===== src/rtl/pour_move_sequencer.sv =====
// pour_move_sequencer - buffers legal (src,dst) pour moves and replays them one per cycle on start
module pour_move_sequencer #(
    parameter int DEPTH = 8,
    parameter int CNT_W = 4
) (
    input  logic                     clk,
    input  logic                     rst_n,
    input  logic                     in_valid,
    output logic                     in_ready,
    input  logic [1:0]               in_src,
    input  logic [1:0]               in_dst,
    input  logic                     start,
    output logic [1:0]               src,
    output logic [1:0]               dst,
    output logic                     move_valid,
    output logic                     busy,
    output logic                     done,
    output logic [$clog2(DEPTH):0]   level,
    output logic [CNT_W-1:0]         move_cnt,
    output logic [CNT_W-1:0]         reject_cnt
);
    localparam int AW = $clog2(DEPTH);
    localparam int LW = AW + 1;
    localparam logic [CNT_W-1:0] CNT_MAX = {CNT_W{1'b1}};

    typedef enum logic [1:0] {IDLE, RUN, DONE} state_t;

    state_t        state, state_next;
    logic [3:0]    mem [DEPTH];
    logic [AW-1:0] wr_ptr, rd_ptr;
    logic          legal, accept, push, pop, clr_cnt;

    assign in_ready = (level != LW'(DEPTH));
    // Index 3 is not a bucket; a pour onto itself is meaningless.
    assign legal    = (in_src != 2'd3) && (in_dst != 2'd3) && (in_src != in_dst);
    assign accept   = in_valid && in_ready;
    assign push     = accept && legal;
    assign pop      = (state == RUN) && (level != '0);
    assign busy     = (state == RUN);
    assign done     = (state == DONE);

    always_comb begin
        state_next = state;
        clr_cnt    = 1'b0;
        case (state)
            IDLE, DONE: begin
                if (start) begin
                    clr_cnt    = 1'b1;
                    state_next = (level != '0) ? RUN : DONE;
                end
            end
            RUN: begin
                // Leave only when this pop empties the FIFO and nothing refills it.
                if ((level == '0) || (pop && (level == LW'(1)) && !push))
                    state_next = DONE;
            end
            default: state_next = IDLE;
        endcase
    end

    always_ff @(posedge clk) begin
        if (push)
            mem[wr_ptr] <= {in_src, in_dst};
    end

    always_ff @(posedge clk or negedge rst_n) begin
        if (!rst_n) begin
            state      <= IDLE;
            wr_ptr     <= '0;
            rd_ptr     <= '0;
            level      <= '0;
            src        <= 2'd0;
            dst        <= 2'd1;
            move_valid <= 1'b0;
            move_cnt   <= '0;
            reject_cnt <= '0;
        end else begin
            state      <= state_next;
            move_valid <= pop;
            if (push)
                wr_ptr <= wr_ptr + 1'b1;
            if (pop) begin
                rd_ptr     <= rd_ptr + 1'b1;
                {src, dst} <= mem[rd_ptr];
            end
            case ({push, pop})
                2'b10:   level <= level + 1'b1;
                2'b01:   level <= level - 1'b1;
                default: level <= level;
            endcase
            if (clr_cnt)
                move_cnt <= '0;
            else if (pop && (move_cnt != CNT_MAX))
                move_cnt <= move_cnt + 1'b1;
            if (accept && !legal && (reject_cnt != CNT_MAX))
                reject_cnt <= reject_cnt + 1'b1;
        end
    end
endmodule


===== config.mk =====
export PLATFORM = sky130hd
export DESIGN_NAME = pour_move_sequencer
export DESIGN_NICKNAME = d
export VERILOG_FILES = /design/src/rtl/pour_move_sequencer.sv
export SDC_FILE = /design/constraint.sdc
export NUM_CORES = 1
export LEC_CHECK = 0
export ABC_AREA = 1
export BUFFER_PORTS_ARGS = -buffer_cell sky130_fd_sc_hd__clkbuf_2
export CORE_UTILIZATION = 57
export CTS_CLUSTER_DIAMETER = 100
export DETAILED_ROUTE_END_ITERATION = 6
export PLACE_DENSITY = 0.88
export SLEW_MARGIN = 30
export SYNTH_ARGS = -nofsm -noshare
export SYNTH_HDL_FRONTEND = slang
export SYNTH_SLANG_ARGS = --single-unit

===== constraint.sdc =====
create_clock -name clk -period 2.19 [get_ports clk]
set_input_delay 0.3285 -clock clk [delete_from_list [all_inputs] [get_ports clk]]
set_output_delay 0.3285 -clock clk [all_outputs]
set_load 0.01 [all_outputs]

==> impl_metrics.toml, run 1 <==
[synth]
avgSynthCellArea_um2 = 10.3
synthCells = 255
ys_ff_latch = 57
synth_ff_type = "edfxtp_1"
syn-num-nets = 271
synth_top_area_share = 0.367
yosysWarnings = 0
synth.cell_area_mm2 = 0.00262
yosys.area.top_type = "edfxtp_1"
synth_edf_count = 32
ys_seq_area_frac = 0.607
netlist-cell-type-count = 29
async_reset_ff_frac = 0.439
synth.area.top_cells = "edfxtp_1 37%, dfrtp_1 23%, nand2_1 6.2%"

[sta]
timing.fmax_mhz = 501
setup_tns_ps = 0
fin_ws_ps = 194
hold_violations = 0
fin_crit_sh = 0.911
final_max_slew_viol_count = 0
relSlewSlack = 0.579
holdWs_ps = 4.91
rsz0062_at_grt = "no"
worst_slew_pin_slew_ps = 632
finClkSkew_ps = 6.49
post-route-min-period_ps = 2000
setup_violations = 0

[placed_design]
dp_hpwl_um = 3400
gp_congestion = 0.799
place_ws_ps = 171
io_buffer_count = 27
placed_cell_area_mm2 = 0.00283

[cts]
clkSlewWorstSetupHoldPaths_ps = 70
postCtsSetupBuffers = 0
cts.path.max_buffers = 2
clock_sinks = 57
cts_tree = "done"
cts_inserted_buffers = 9
htree_levels = 3
clockRootBuffer = "clkbuf_8"
clock_latency_ps = 330
cts.repair.resized = 0
cts_hold_buf = 0

[detailed_routing]
avgRoutedWirePerCell_um = 14.1
drt_wl_total_um = 4960
vias = 1884
vias_per_cell = 5.37
drt-initial-drc-count = 109
drc = 0
drt-pass1-iter-count = 5
postRouteAntennaNets = 0

[critical_path]
crit_fanout = 11
critPathArrivalTime_ps = 2220
worstRegToRegCells = 10
required_ps = 2410
startpoint_type = "flop"
worst-setup-path-type = "flop to flop"
cp-end-kind = "flop"

[floorplanning]
die_x_um = 69.8
start_util = 0.597
dieArea_mm2 = 0.00487
die_y_um = 69.8
core_mm2 = 0.00438
io_pins = 28
row_count = 24

[pwr]
switchingPower_uw = 1600
switching_share = 0.378
clkPwrFrac = 0.252
p_comb_frac = 0.358
leakagePower_uw = 0.00136
peakVddDrop_mv = 0.639
power.internal_uw = 2640
p_per_area_mw_per_mm2 = 1390
p_seq_frac = 0.390

[global_routing]
grt_overflow_total = 0
track_usage = 0.230
grt_pass1_wl_um = 8300
antenna_found_initial = 0
grt_max_degree = 26
grt_pass1_vias = 1826

[flow_run]
cap_violations = 0

[min_path]
hold_path.class = "input pin to async pin"

[finish]
utilization = 0.697
final_layout_size_suffix_gt1_frac = 0.217
num_antenna_cells = 0
fin_area_mm2 = 0.00305
nNetsFinal = 310
area_growth_pct = 16.7

[outcome]
outcome = "finished clean"
## kinds of logic (layout without fill, tap and decap cells)
group	after synthesis	in the layout	share of synthesized area
simple gates	117	117	0.202
xor+xnor	12	12	0.0402
flops	57	57	0.607
buf+inv	29	73	0.0459
fa+ha+maj	8	8	0.0382
compound gates	32	32	0.0669
## sequential cells by signal, summed over array words and instances, names as in the netlist
signal	cells
move_cnt	4
reject_cnt	4
wr_ptr	3
rd_ptr	3
dst	2
level	4
src	2
state	2
move_valid	1
mem	32
## per-stage QoR
stage          power (uW)  instances
5_1_grt              4530        351
3_3_place_gp         3090        335
4_1_cts              4250        351
3_5_place_dp         3160        335
2_1_floorplan        2710        255
6_report             4240        351
## layer usage
layer	vias to the layer above	wire length, um	part of all wire	GRT usage
li1	922	-	-	-
met1	891	2070	0.42	0.272
met2	62	2490	0.50	0.380
met3	9	294	0.059	0.0741
met4	0	99	0.020	0.109
met5	-	0	0	0
## critical path: stages, from the launching register on
cell	delay (ps)
dfrtp_1	430
inv_1	130
ha_2	230
nand2_1	120
nand2_4	120
inv_4	80
ha_1	370
nor2_1	120
o21ai_0	100
xor2_1	140
inv_1	50
## final timing paths
check	start	endpoint	slack [ps]
max	level[1]	level[2]	190
min in group clk	start	state[1]	280
max reg2reg	level[1]	level[2]	190
min	rst_n	reject_cnt[2]	5
max in group asynchronous	rst_n	level[0]	1730
min reg2reg	dst[0]	dst[0]	480
## final cells by class
class / count / area [um2]
clock inverters: 6 / 81.3
inverters: 25 / 96.3
fillers: 294 / 1330
clock buffers: 10 / 138
repair buffers: 32 / 173
flip-flops and latches: 57 / 1590
multi-input cells: 169 / 912
well taps: 52 / 65.1
## power groups by stage
stage                     Combinational [uW]  Sequential [uW]  Clock [uW]
final                                   1520             1660        1070
after global routing                    1720             1690        1130
after CTS                               1520             1650        1080
after detailed placement                1490             1670           0
after global placement                  1440             1650           0
after floorplan                         1050             1660           0
## cell usage in the layout (no fill, tap or decap), types with 9 or more instances in the layout
cell,n
nor2_1,43
nand2_1,43
edfxtp_1,32
clkbuf_2,27
o21ai_0,24
dfrtp_1,23
inv_1,21
nand3_1,18
clkbuf_8,10
xor2_1,9
## Yosys cell counts (all sizes together), types with 3 or more instances
cell    number
buf          3
ha           8
edfxtp      32
nor2        45
xor2         9
nand2       47
or2          3
o21ai       24
inv         25
nand3       19
dfrtp       24
xnor2        3
o211ai       4
Power figures use the tool's default switching activity.
==> run 2: changes to the inputs <==
- CORE_UTILIZATION: 57 -> 52
- PLACE_DENSITY: 0.88 -> 0.85
- clock period: 2.19 -> 1.7 ns (I/O delays scaled with it)
==> impl_metrics.toml, run 2 (synthesized netlist as in run 1, its figures left out) <==
[global_routing]
grt_pass1_wl_um = 8540
grt_max_degree = 26
grt_overflow_total = 0
grt_pass1_vias = 1873
track_usage = 0.225
antenna_found_initial = 0

[cts]
clock_latency_ps = 340
cts_inserted_buffers = 9
cts.path.max_buffers = 2
clock_sinks = 57
clkSlewWorstSetupHoldPaths_ps = 70
clockRootBuffer = "clkbuf_8"
cts_tree = "done"
htree_levels = 3

[placed_design]
dp_hpwl_um = 3770
dp.cells = 360
io_buffer_count = 27
place_ws_ps = -34.7
gp_congestion = 0.842

[sta]
setup_violations = 1
holdWs_ps = 197
relSlewSlack = 0.588
fin_ws_ps = -27.9
hold_violations = 0
worst_slew_pin_slew_ps = 618
timing.fmax_mhz = 579
post-route-min-period_ps = 1730
rsz0062_at_grt = "yes"
setup_tns_ps = -27.9
fin_crit_sh = 1.02
finClkSkew_ps = 13.3
final_max_slew_viol_count = 0

[finish]
num_antenna_cells = 0
largest_reg_flops = 32
area_growth_pct = 24.1
final_layout_size_suffix_gt1_frac = 0.301
utilization = 0.679
fillers = 334
seq_area_mm2 = 0.00159
multiInputGateArea_um2 = 981
final_common_cell = "nand2_1"
instances_no_fill = 383
mostFrequentLayoutCells = "43 x nand2_1, 37 x nor2_1, 32 x edfxtp_1"
nNetsFinal = 327
regMostFlops = "mem"

[floorplanning]
core_mm2 = 0.00479
die_y_um = 73.0
die_x_um = 73.0
row_count = 25
start_util = 0.547
dieArea_mm2 = 0.00532
io_pins = 28

[critical_path]
crit_path_start = "level[0]"
required_ps = 1940
worst-setup-path-type = "flop to flop"
r2r_start = "level[0]"
crit_fanout = 5
critPathArrivalTime_ps = 1960
startpoint_type = "flop"
cp-end-kind = "flop"

[pwr]
p_comb_frac = 0.419
p_per_area_mw_per_mm2 = 1780
switchingPower_uw = 2250
p_seq_frac = 0.364
switching_share = 0.390
clkPwrFrac = 0.217
leakagePower_uw = 0.00144
power.internal_uw = 3520
peakVddDrop_mv = 0.987

[detailed_routing]
drt-pass1-iter-count = 4
avgRoutedWirePerCell_um = 14.2
route.met2.wl_um = 2760
drt-initial-drc-count = 182
wl_met1_um = 2340
dr_wl_met3_um = 223
vias_per_cell = 5.07
vias = 1941
postRouteAntennaNets = 0
drt_wl_total_um = 5440
drc = 0
routed.top_layer = "met4"

[outcome]
outcome = "finished, violations left"
violations = "negative setup slack"

[flow_run]
cap_violations = 0

[min_path]
hold_path.class = "input pin to flop"
hold_start = "start"
run 2: changes by cell type in the layout (fill, tap and decap cells not counted), moves of 2 or more:
cell,change
clkinv_2,+2
nor2_1,-6
nor2_2,+6
nor3_4,+2
inv_2,+3
buf_4,+16
ha_4,+2
inv_1,-3
run 2: per-layer routing:
layer	GRT usage	up-vias
met1	0.268	924
li1	-	957
met5	0	-
met4	0.118	0
met2	0.366	49
met3	0.0746	11
run 2: power by group through the flow:
| stage | registers (uW) | clock network, uW | logic (uW) |
|---|---|---|---|
| 4_1_cts | 2090 | 1270 | 2320 |
| 5_1_grt | 2140 | 1340 | 2700 |
| 2_1_floorplan | 2160 | 0 | 1450 |
| 3_3_place_gp | 2100 | 0 | 2130 |
| 6_report | 2100 | 1250 | 2420 |
| 3_5_place_dp | 2120 | 0 | 2260 |
run 2: worst paths after layout:
check	end	slack, ps	cells after the start
setup / recovery	level[3]	-30	12
hold / removal	state[1]	200	4
setup reg to reg	level[3]	-30	12
hold reg to reg	dst[0]	460	2
max in group asynchronous	level[0]	800	2
min in group asynchronous	move_cnt[0]	450	2
run 2: area by class of cell:
type,count,share of cell area
Multi-Input combinational cell,169,0.302
Clock inverter,6,0.0173
Clock buffer,10,0.0424
Tap cell,67,0.0258
Inverter,25,0.0297
Sequential cell,57,0.490
Timing Repair Buffer,49,0.0932
run 2: repair_timing:
item / 4_1_cts / 5_1_grt
setup buffers: 4 / 2
hold buffers: 1 / 0
pin swaps: 5 / 3
endpoints found under the setup margin: 5 / 22
cloned: 0 / 0
gates resized for setup: 0 / 7
hold endpoints to repair: 24 / 0
run 2: worst max-delay path, cell delays in order (launching register included):
cell and delay [ps]:
dfrtp_2 410, inv_2 80, ha_4 160, nand3_4 70, nand2_2 70, inv_2 50, nand2_4 90, ha_4 170
inv_2 40, o22ai_2 140, nand3_1 110, xor2_1 160, inv_1 70
run 2: per-stage QoR:
step	area (um2)	power, uW
6_report	3250	5770
5_1_grt	3250	6180
4_1_cts	3210	5680
3_5_place_dp	2980	4380
3_3_place_gp	2980	4240
2_1_floorplan	2670	3610
==> run 3: changes to the inputs <==
- CORE_MARGIN: unset -> 4
==> impl_metrics.toml, run 3 (synthesized netlist as in run 1, its figures left out) <==
[cts]
clkSlewWorstSetupHoldPaths_ps = 70
clock_latency_ps = 340
htree_levels = 3
clock_sinks = 57
clockRootBuffer = "clkbuf_8"
cts_inserted_buffers = 9
cts_tree = "done"
cts.path.max_buffers = 2

[floorplanning]
dieArea_mm2 = 0.00623
core_mm2 = 0.00479
die_y_um = 79.0
die_x_um = 79.0
start_util = 0.547
io_pins = 28
row_count = 25

[global_routing]
track_usage = 0.190
grt_overflow_total = 0
grt_max_degree = 26
antenna_found_initial = 0
grt_pass1_vias = 2011
grt_pass1_wl_um = 9140

[finish]
num_antenna_cells = 0
final_layout_size_suffix_gt1_frac = 0.305
area_growth_pct = 25.4
largest_reg_flops = 32
final_common_cell = "nand2_1"
fin_area_mm2 = 0.00328
utilization = 0.686
regMostFlops = "mem"
mostFrequentLayoutCells = "41 x nand2_1, 35 x nor2_1, 32 x edfxtp_1"
nNetsFinal = 329

[placed_design]
gp_congestion = 0.821
placed_cell_area_mm2 = 0.00296
dp_hpwl_um = 3560
place_ws_ps = -44.3
io_buffer_count = 27

[sta]
final_max_slew_viol_count = 0
setup_violations = 6
finClkSkew_ps = 12.5
post-route-min-period_ps = 1760
hold_violations = 0
holdWs_ps = 209
fin_ws_ps = -64.6
rsz0062_at_grt = "yes"
worst_slew_pin_slew_ps = 616
relSlewSlack = 0.590
fin_crit_sh = 1.04
timing.fmax_mhz = 567

[detailed_routing]
vias_per_cell = 5.11
drt-pass1-iter-count = 4
vias = 1966
avgRoutedWirePerCell_um = 14.1
postRouteAntennaNets = 0
drc = 0
drt_wl_total_um = 5410
drt-initial-drc-count = 126

[critical_path]
critical_path.cell_chain = "inv_2 > ha_4 > nand3_4 > nand2_2 > inv_2 > nand2_4 > ha_4 > inv_2 > o22ai_2 > nand3_1 > xor2_1 > inv_1"
critical_path.most_common_cell = "inv_2"
startpoint_type = "flop"
critPathArrivalTime_ps = 2000
required_ps = 1930
worst-setup-path-type = "flop to flop"
slowest_delay_ps = 430
crit_fanout = 6
cp-end-kind = "flop"
crit_path_top_delay_cell = "dfrtp_2"

[outcome]
outcome = "finished, violations left"
violations = "negative setup slack"

[pwr]
peakVddDrop_mv = 1.03
leakagePower_uw = 0.00144
p_per_area_mw_per_mm2 = 1750
power_uw = 5740

[min_path]
hold_path.class = "input pin to flop"

[flow_run]
cap_violations = 0
run 3: cell type report:
cell class | instances | area (um2)
Timing Repair Buffer | 51 | 322
Fill cell | 333 | 1500
Clock buffer | 16 | 160
Multi-Input combinational cell | 169 | 1030
Sequential cell | 57 | 1590
Inverter | 25 | 96.3
Tap cell | 67 | 83.8
run 3: metal layers:
metal | GRT usage | share of wire
met1 | 0.224 | 0.44
met2 | 0.326 | 0.48
met3 | 0.0442 | 0.058
met4 | 0.0962 | 0.018
met5 | 0 | 0
run 3: power breakdown:
part,switching (uW),internal (uW)
logic,1460,1100
clock network,489,573
registers,323,1790
run 3: worst paths after layout:
path | startpoint | to | slack, ps | cells past startpoint
setup / recovery | level[0] | level[3] | -60 | 12
hold / removal | start | state[1] | 210 | 4
setup reg to reg | level[0] | level[3] | -60 | 12
hold reg to reg | dst[0] | dst[0] | 470 | 2
max in group asynchronous | rst_n | level[0] | 800 | 2
min in group asynchronous | rst_n | level[3] | 470 | 2
run 3: critical path: cells and delay by family, from the launching register on:
kind,cells,cell delay [ps]
adders and majority gates,2,330
DFF,1,430
and+or+nand+nor,4,360
buffers and inverters,4,240
AOI/OAI and AO/OA,1,150
xor gates and xnor gates,1,150
run 3: repair_timing:
action | 4_1_cts | 5_1_grt
buffers inserted | 3 | 8
pin swaps | 4 | 4
hold endpoints to repair | 24 | 0
resized for setup | 1 | 20
hold buffers | 1 | 0
setup endpoints to repair | 26 | 35
run 3: metrics by stage:
stage,TNS (ps),instances
after CTS,-133,377
after global placement,0,357
after global routing,-1330,385
after detailed placement,-245,357
after floorplan,-227,255
final,-314,385
